[src/rtl/alu_result_fifo.sv]
// Result buffer behind the demo ALU: captures {op, r} pairs in a circular FIFO
// and hands them to the consumer over valid/ready, flagging dropped results.
module alu_result_fifo #(
  parameter int DEPTH  = 8,
  parameter int DATA_W = 32,
  parameter int OP_W   = 3,
  parameter int CNT_W  = 16
) (
  input  logic                     clk,
  input  logic                     rst_n,
  input  logic                     in_valid,
  input  logic [DATA_W-1:0]        in_r,
  input  logic [OP_W-1:0]          in_op,
  output logic                     in_ready,
  output logic                     out_valid,
  input  logic                     out_ready,
  output logic [DATA_W-1:0]        out_r,
  output logic [OP_W-1:0]          out_op,
  output logic                     out_zero,
  output logic [$clog2(DEPTH):0]   level,
  output logic                     overflow,
  output logic [CNT_W-1:0]         accepted,
  input  logic                     clr_flags
);

  localparam int PW = $clog2(DEPTH);
  localparam int LW = PW + 1;
  localparam int EW = OP_W + DATA_W;

  logic [EW-1:0]    mem_q [DEPTH];
  logic [PW-1:0]    wr_ptr_q, wr_ptr_d;
  logic [PW-1:0]    rd_ptr_q, rd_ptr_d;
  logic [LW-1:0]    level_q, level_d;
  logic             overflow_q, overflow_d;
  logic [CNT_W-1:0] accepted_q, accepted_d;

  logic             full_s;
  logic             empty_s;
  logic             push_s;
  logic             pop_s;
  logic             drop_s;
  logic [EW-1:0]    head_s;

  // Handshake decode and next-state computation.
  always_comb begin
    full_s  = (level_q == LW'(DEPTH));
    empty_s = (level_q == {LW{1'b0}});
    push_s  = in_valid && !full_s;
    pop_s   = out_ready && !empty_s;
    drop_s  = in_valid && full_s;

    wr_ptr_d = push_s ? wr_ptr_q + PW'(1) : wr_ptr_q;
    rd_ptr_d = pop_s  ? rd_ptr_q + PW'(1) : rd_ptr_q;

    case ({push_s, pop_s})
      2'b10:   level_d = level_q + LW'(1);
      2'b01:   level_d = level_q - LW'(1);
      default: level_d = level_q;
    endcase

    // A drop on the same edge as a clear keeps the flag set.
    overflow_d = drop_s | (overflow_q & ~clr_flags);

    if (push_s) begin
      accepted_d = (clr_flags ? {CNT_W{1'b0}} : accepted_q) + CNT_W'(1);
    end else begin
      accepted_d = clr_flags ? {CNT_W{1'b0}} : accepted_q;
    end
  end

  // Control state registers.
  always_ff @(posedge clk or negedge rst_n) begin
    if (!rst_n) begin
      wr_ptr_q   <= {PW{1'b0}};
      rd_ptr_q   <= {PW{1'b0}};
      level_q    <= {LW{1'b0}};
      overflow_q <= 1'b0;
      accepted_q <= {CNT_W{1'b0}};
    end else begin
      wr_ptr_q   <= wr_ptr_d;
      rd_ptr_q   <= rd_ptr_d;
      level_q    <= level_d;
      overflow_q <= overflow_d;
      accepted_q <= accepted_d;
    end
  end

  // Entry storage; stale contents are harmless because the head is masked when empty.
  always_ff @(posedge clk) begin
    if (push_s) begin
      mem_q[wr_ptr_q] <= {in_op, in_r};
    end
  end

  // Head presentation, masked to zero while empty.
  always_comb begin
    head_s    = mem_q[rd_ptr_q];
    in_ready  = !full_s;
    out_valid = !empty_s;
    if (out_valid) begin
      out_r  = head_s[DATA_W-1:0];
      out_op = head_s[EW-1:DATA_W];
    end else begin
      out_r  = {DATA_W{1'b0}};
      out_op = {OP_W{1'b0}};
    end
    out_zero = out_valid && (out_r == {DATA_W{1'b0}});
    level    = level_q;
    overflow = overflow_q;
    accepted = accepted_q;
  end

endmodule

[config.mk]
export PLATFORM = sky130hd
export DESIGN_NAME = alu_result_fifo
export DESIGN_NICKNAME = d
export VERILOG_FILES = /design/src/rtl/alu_result_fifo.sv
export SDC_FILE = /design/constraint.sdc
export NUM_CORES = 1
export LEC_CHECK = 0
export BUFFER_PORTS_ARGS = -buffer_cell sky130_fd_sc_hd__clkbuf_2
export CORE_MARGIN = 10
export CORE_UTILIZATION = 40
export CTS_BUF_LIST = sky130_fd_sc_hd__clkbuf_4
export CTS_CLUSTER_SIZE = 16
export DETAILED_ROUTE_END_ITERATION = 8
export HOLD_SLACK_MARGIN = 0.02
export PLACE_DENSITY = 0.57
export SLEW_MARGIN = 40
export SYNTH_ARGS = -nofsm -noshare
export SYNTH_HDL_FRONTEND = slang
export SYNTH_SLANG_ARGS = --single-unit
[constraint.sdc]
create_clock -name clk -period 5.7 [get_ports clk]
set_clock_uncertainty 0.1 [all_clocks]
set_input_delay 1.14 -clock clk [delete_from_list [all_inputs] [get_ports clk]]
set_output_delay 1.14 -clock clk [all_outputs]
set_load 0.005 [all_outputs]
==> metrics.md <==
| Metric | Value |
|---|---|
| Main combinational cell family by area after synthesis | multiplexers |
| Final Cycle Share | 91.2% |
| Core Util, Final | 47.5% |
| Tot GR Track Use | 14.6% |
| TritonCTS buffer count | 79 |
| Rows | 63 |
| Hold Path Class | in -> async |
| Final Hold Viols | 0 |
| Crit end category | primary output |
| Critical Path Start | rd_ptr_q[1]$_DFFE_PN0P_ |
| Initial antenna violation count | 4 |
| Comb pwr share | 31.4% |
| Max FO, Critical Path | 40 |
| Fill count | 2,575 |
| RR Startpoint | level[1]$_DFFE_PN0P_ |
| Die Wd | 195 um |
| Slew Limit Fails | 0 |
| Sw Ratio | 32.9% |
| Clock slew at reported path FFs | 70 ps |
| #FFs+latches synth | 307 |
| Resized Gates After CTS | 0 |
| Total Neg Setup Slack | 0 ps |
| Max-cap violations | 0 |
| Design internal power | 4.71 mW |
| Hold_buf cts | 0 |
| Slowest stage delay, CP | 820 ps |
| Post-CTS setup buffer count | 0 |
| Number of global-route vias before repair | 7,279 |
| Starting density of the core | 40.9% |
| Root buffer cell | clkbuf_4 |
| Post-synthesis mux area share | 15.0% |
| RSZ-0062 raised after global routing | no |
| Asr flop ratio synth | 8.79% |
| DRC | 0 |
| CTS tree | yes |
| Power Density | 494 mW/mm2 |
| Worst EP required | 4460 ps |
| Psw | 2.31 mW |
| Largest net degree at the start of global routing | 41 |
| Slew of the pin with the lowest slew margin | 832 ps |
| Sequential power share | 43.6% |
| Synth Area in Adders | 0.615% |
| Synth cell types | 38 |
| DP HPWL | 17,100 um |
| IR drop worst, VDD | 0.000238 V |
| IO Pins | 99 |
| Seq/Total Area, Yosys | 74.4% |
| Tightest slew margin relative to the limit | 44.4% |
| GP Congestion | 0.754 |
| Vias/cell | 5.21 |
| Average size of a mapped cell | 18.8 um2 |
| Synth Flop Type | edfxtp_1 |
| Chip Height | 195 um |
| Post-Synth XOR/XNOR Area | 1.65% |
| Core Region | 0.0299 mm2 |
| Final setup violating endpoints | 0 |
| Cells after Synth | 650 |
| CP Launch Type | register |
| Die ar. | 0.0379 mm2 |
| CP Class | reg -> out |
| Yosys warns | 0 |
| Final wirelength | 28,000 um |
| Synth Cell Area | 0.0122 mm2 |
| Ratio of cells with drive above 1 in the final layout | 35.1% |
| F_max | 0.192 GHz |
| Mapped Nets | 696 |
| Htree depth | 3 |
| CP Data Arrival Time | 3960 ps |
| Area share of and/or/nand/nor cells after synthesis | 5.04% |
| Port buffer count | 98 |
| EDFF count, synth | 280 |
| Clock share of power | 25.0% |
| Routed len/inst | 22.2 um |
| Final worst path period need | 5200 ps |
| Status | finished clean |
| Worst-Skew Late Latency | 680 ps |
| DR pass1 iterations | 4 |
| Worst-path cell chain | buf_4, buf_4, mux4_2, nor4_1, a21oi_1, a21oi_1, a31oi_1, nor3_1, clkbuf_2 |
| Global-route wire length before repair | 42,600 um |
| DR iter-0 viols | 406 |
| Nets | 861 |
| Leak pwr | 5.05 nW |
| Crit path max-delay cell type | dfrtp_4 |
| Clock Tree Buf Depth | 3 |
| Overall power | 7.01 mW |
| Synth Area in Compound Gates | 1.81% |
| Routed vias | 6,569 |
| Synthesis-to-finish area growth | 16.3% |
| Congestion Overflow GR | 0 |
| Clk sink count | 307 |
| Post-route ant nets | 0 |
[cell usage after synthesis (all sizes together), types with 11 or more instances]
cell / count / share of area (%)
clkbuf: 13 / 0.40
nor4: 11 / 0.56
mux4: 54 / 10
nand2: 21 / 0.65
dfrtp: 27 / 5.5
xor2: 13 / 0.93
mux2i: 59 / 4.8
edfxtp: 280 / 69
nor2: 47 / 1.4
buf: 19 / 0.90
a22oi: 16 / 0.98
[through the flow]
step	worst slack (ps)	hold WS [ps]	std cells	instance area (um2)
global placement	1180	415	1123	13200
finish	502	408	1261	14200
CTS	405	358	1259	14200
global route	196	398	1260	14200
detailed placement	1150	435	1124	13200
floorplan	142	396	650	12200
[worst max-delay path, delay by kind of cell (launching register included)]
kind | cells | cell delay, ps
flops | 1 | 820
buf+inv | 3 | 1110
compound gates | 3 | 360
mux | 1 | 390
simple gates | 2 | 560
[cells by family after synthesis]
| group | count (synthesis) |
|---|---|
| buf+inv | 39 |
| fa+ha+maj | 6 |
| flops | 307 |
| simple gates | 127 |
| compound gates | 33 |
| mux | 115 |
| xor+xnor | 23 |
[worst paths after layout]
| check | endpoint | slack (ps) | cells after the start |
|---|---|---|---|
| min in group clk | level[3]$_DFFE_PN0P_ | 440 | 1 |
| max in group asynchronous | rd_ptr_q[0]$_DFFE_PN0P_ | 4530 | 1 |
| worst min register to register | level[3]$_DFFE_PN0P_ | 440 | 1 |
| worst max register to register | mem_q[4][1]$_DFFE_PP_ | 2690 | 5 |
| worst min-delay path | accepted[4]$_DFF_PN0_ | 410 | 1 |
| worst max-delay path | out_zero | 500 | 9 |
[final cells by class]
type / instances / area (um2) / area share [%]
inverter: 7 / 26.3 / 0.185
sequential: 307 / 9090 / 64.0
timing repair buffer: 116 / 633 / 4.46
tap: 390 / 488 / 3.44
clock buffer: 112 / 841 / 5.92
clock inverter: 23 / 111 / 0.784
multi-input combinational: 304 / 3000 / 21.2
antenna: 2 / 5.00 / 0.0352
[registers in the layout, indices dropped and copies added (netlist names)]
register / count
mem_q: 280
accepted: 16
level: 4
rd_ptr_q: 3
wr_ptr_q: 3
overflow: 1
[per-layer routing]
metal  track usage [%]  share of wire, %  up-vias
li1                  -                 -     2973
met1              17.6                42     3363
met2              24.4                50      187
met3              4.47               5.8       42
met4              4.63               1.4        4
met5                 0             0.079        -
[power by group through the flow]
stage	Sequential (mW)	Combinational, mW	Clock, mW
3_3_place_gp	3.09	2.23	0
5_1_grt	3.10	2.42	1.96
3_5_place_dp	3.11	2.27	0
4_1_cts	3.06	2.27	1.83
6_report	3.06	2.20	1.75
2_1_floorplan	2.96	1.51	0
[cells in the final DEF (no fill, tap or decap), types with 2 or more instances in the layout]
cell type,n
clkbuf_2,98
clkinv_1,16
nor2_1,44
dfrtp_1,24
nor4_2,2
edfxtp_1,280
buf_4,17
clkbuf_4,112
diode_2,2
mux2_2,2
nand2_1,21
mux2i_1,59
inv_2,2
xnor2_1,10
o21ai_0,2
a22oi_1,16
nor4_1,9
a31oi_1,2
nor3_2,3
a211oi_1,2
nand3_1,5
nand2b_1,3
inv_1,5
dfrtp_4,2
a21oi_1,8
ha_1,6
nor3_1,5
nand4_1,6
or4_1,3
xor2_1,13
nor2_4,3
clkinvlp_4,5
and3_1,7
nor2b_1,10
mux4_2,54
No activity file was read; power rests on OpenSTA's default activity.
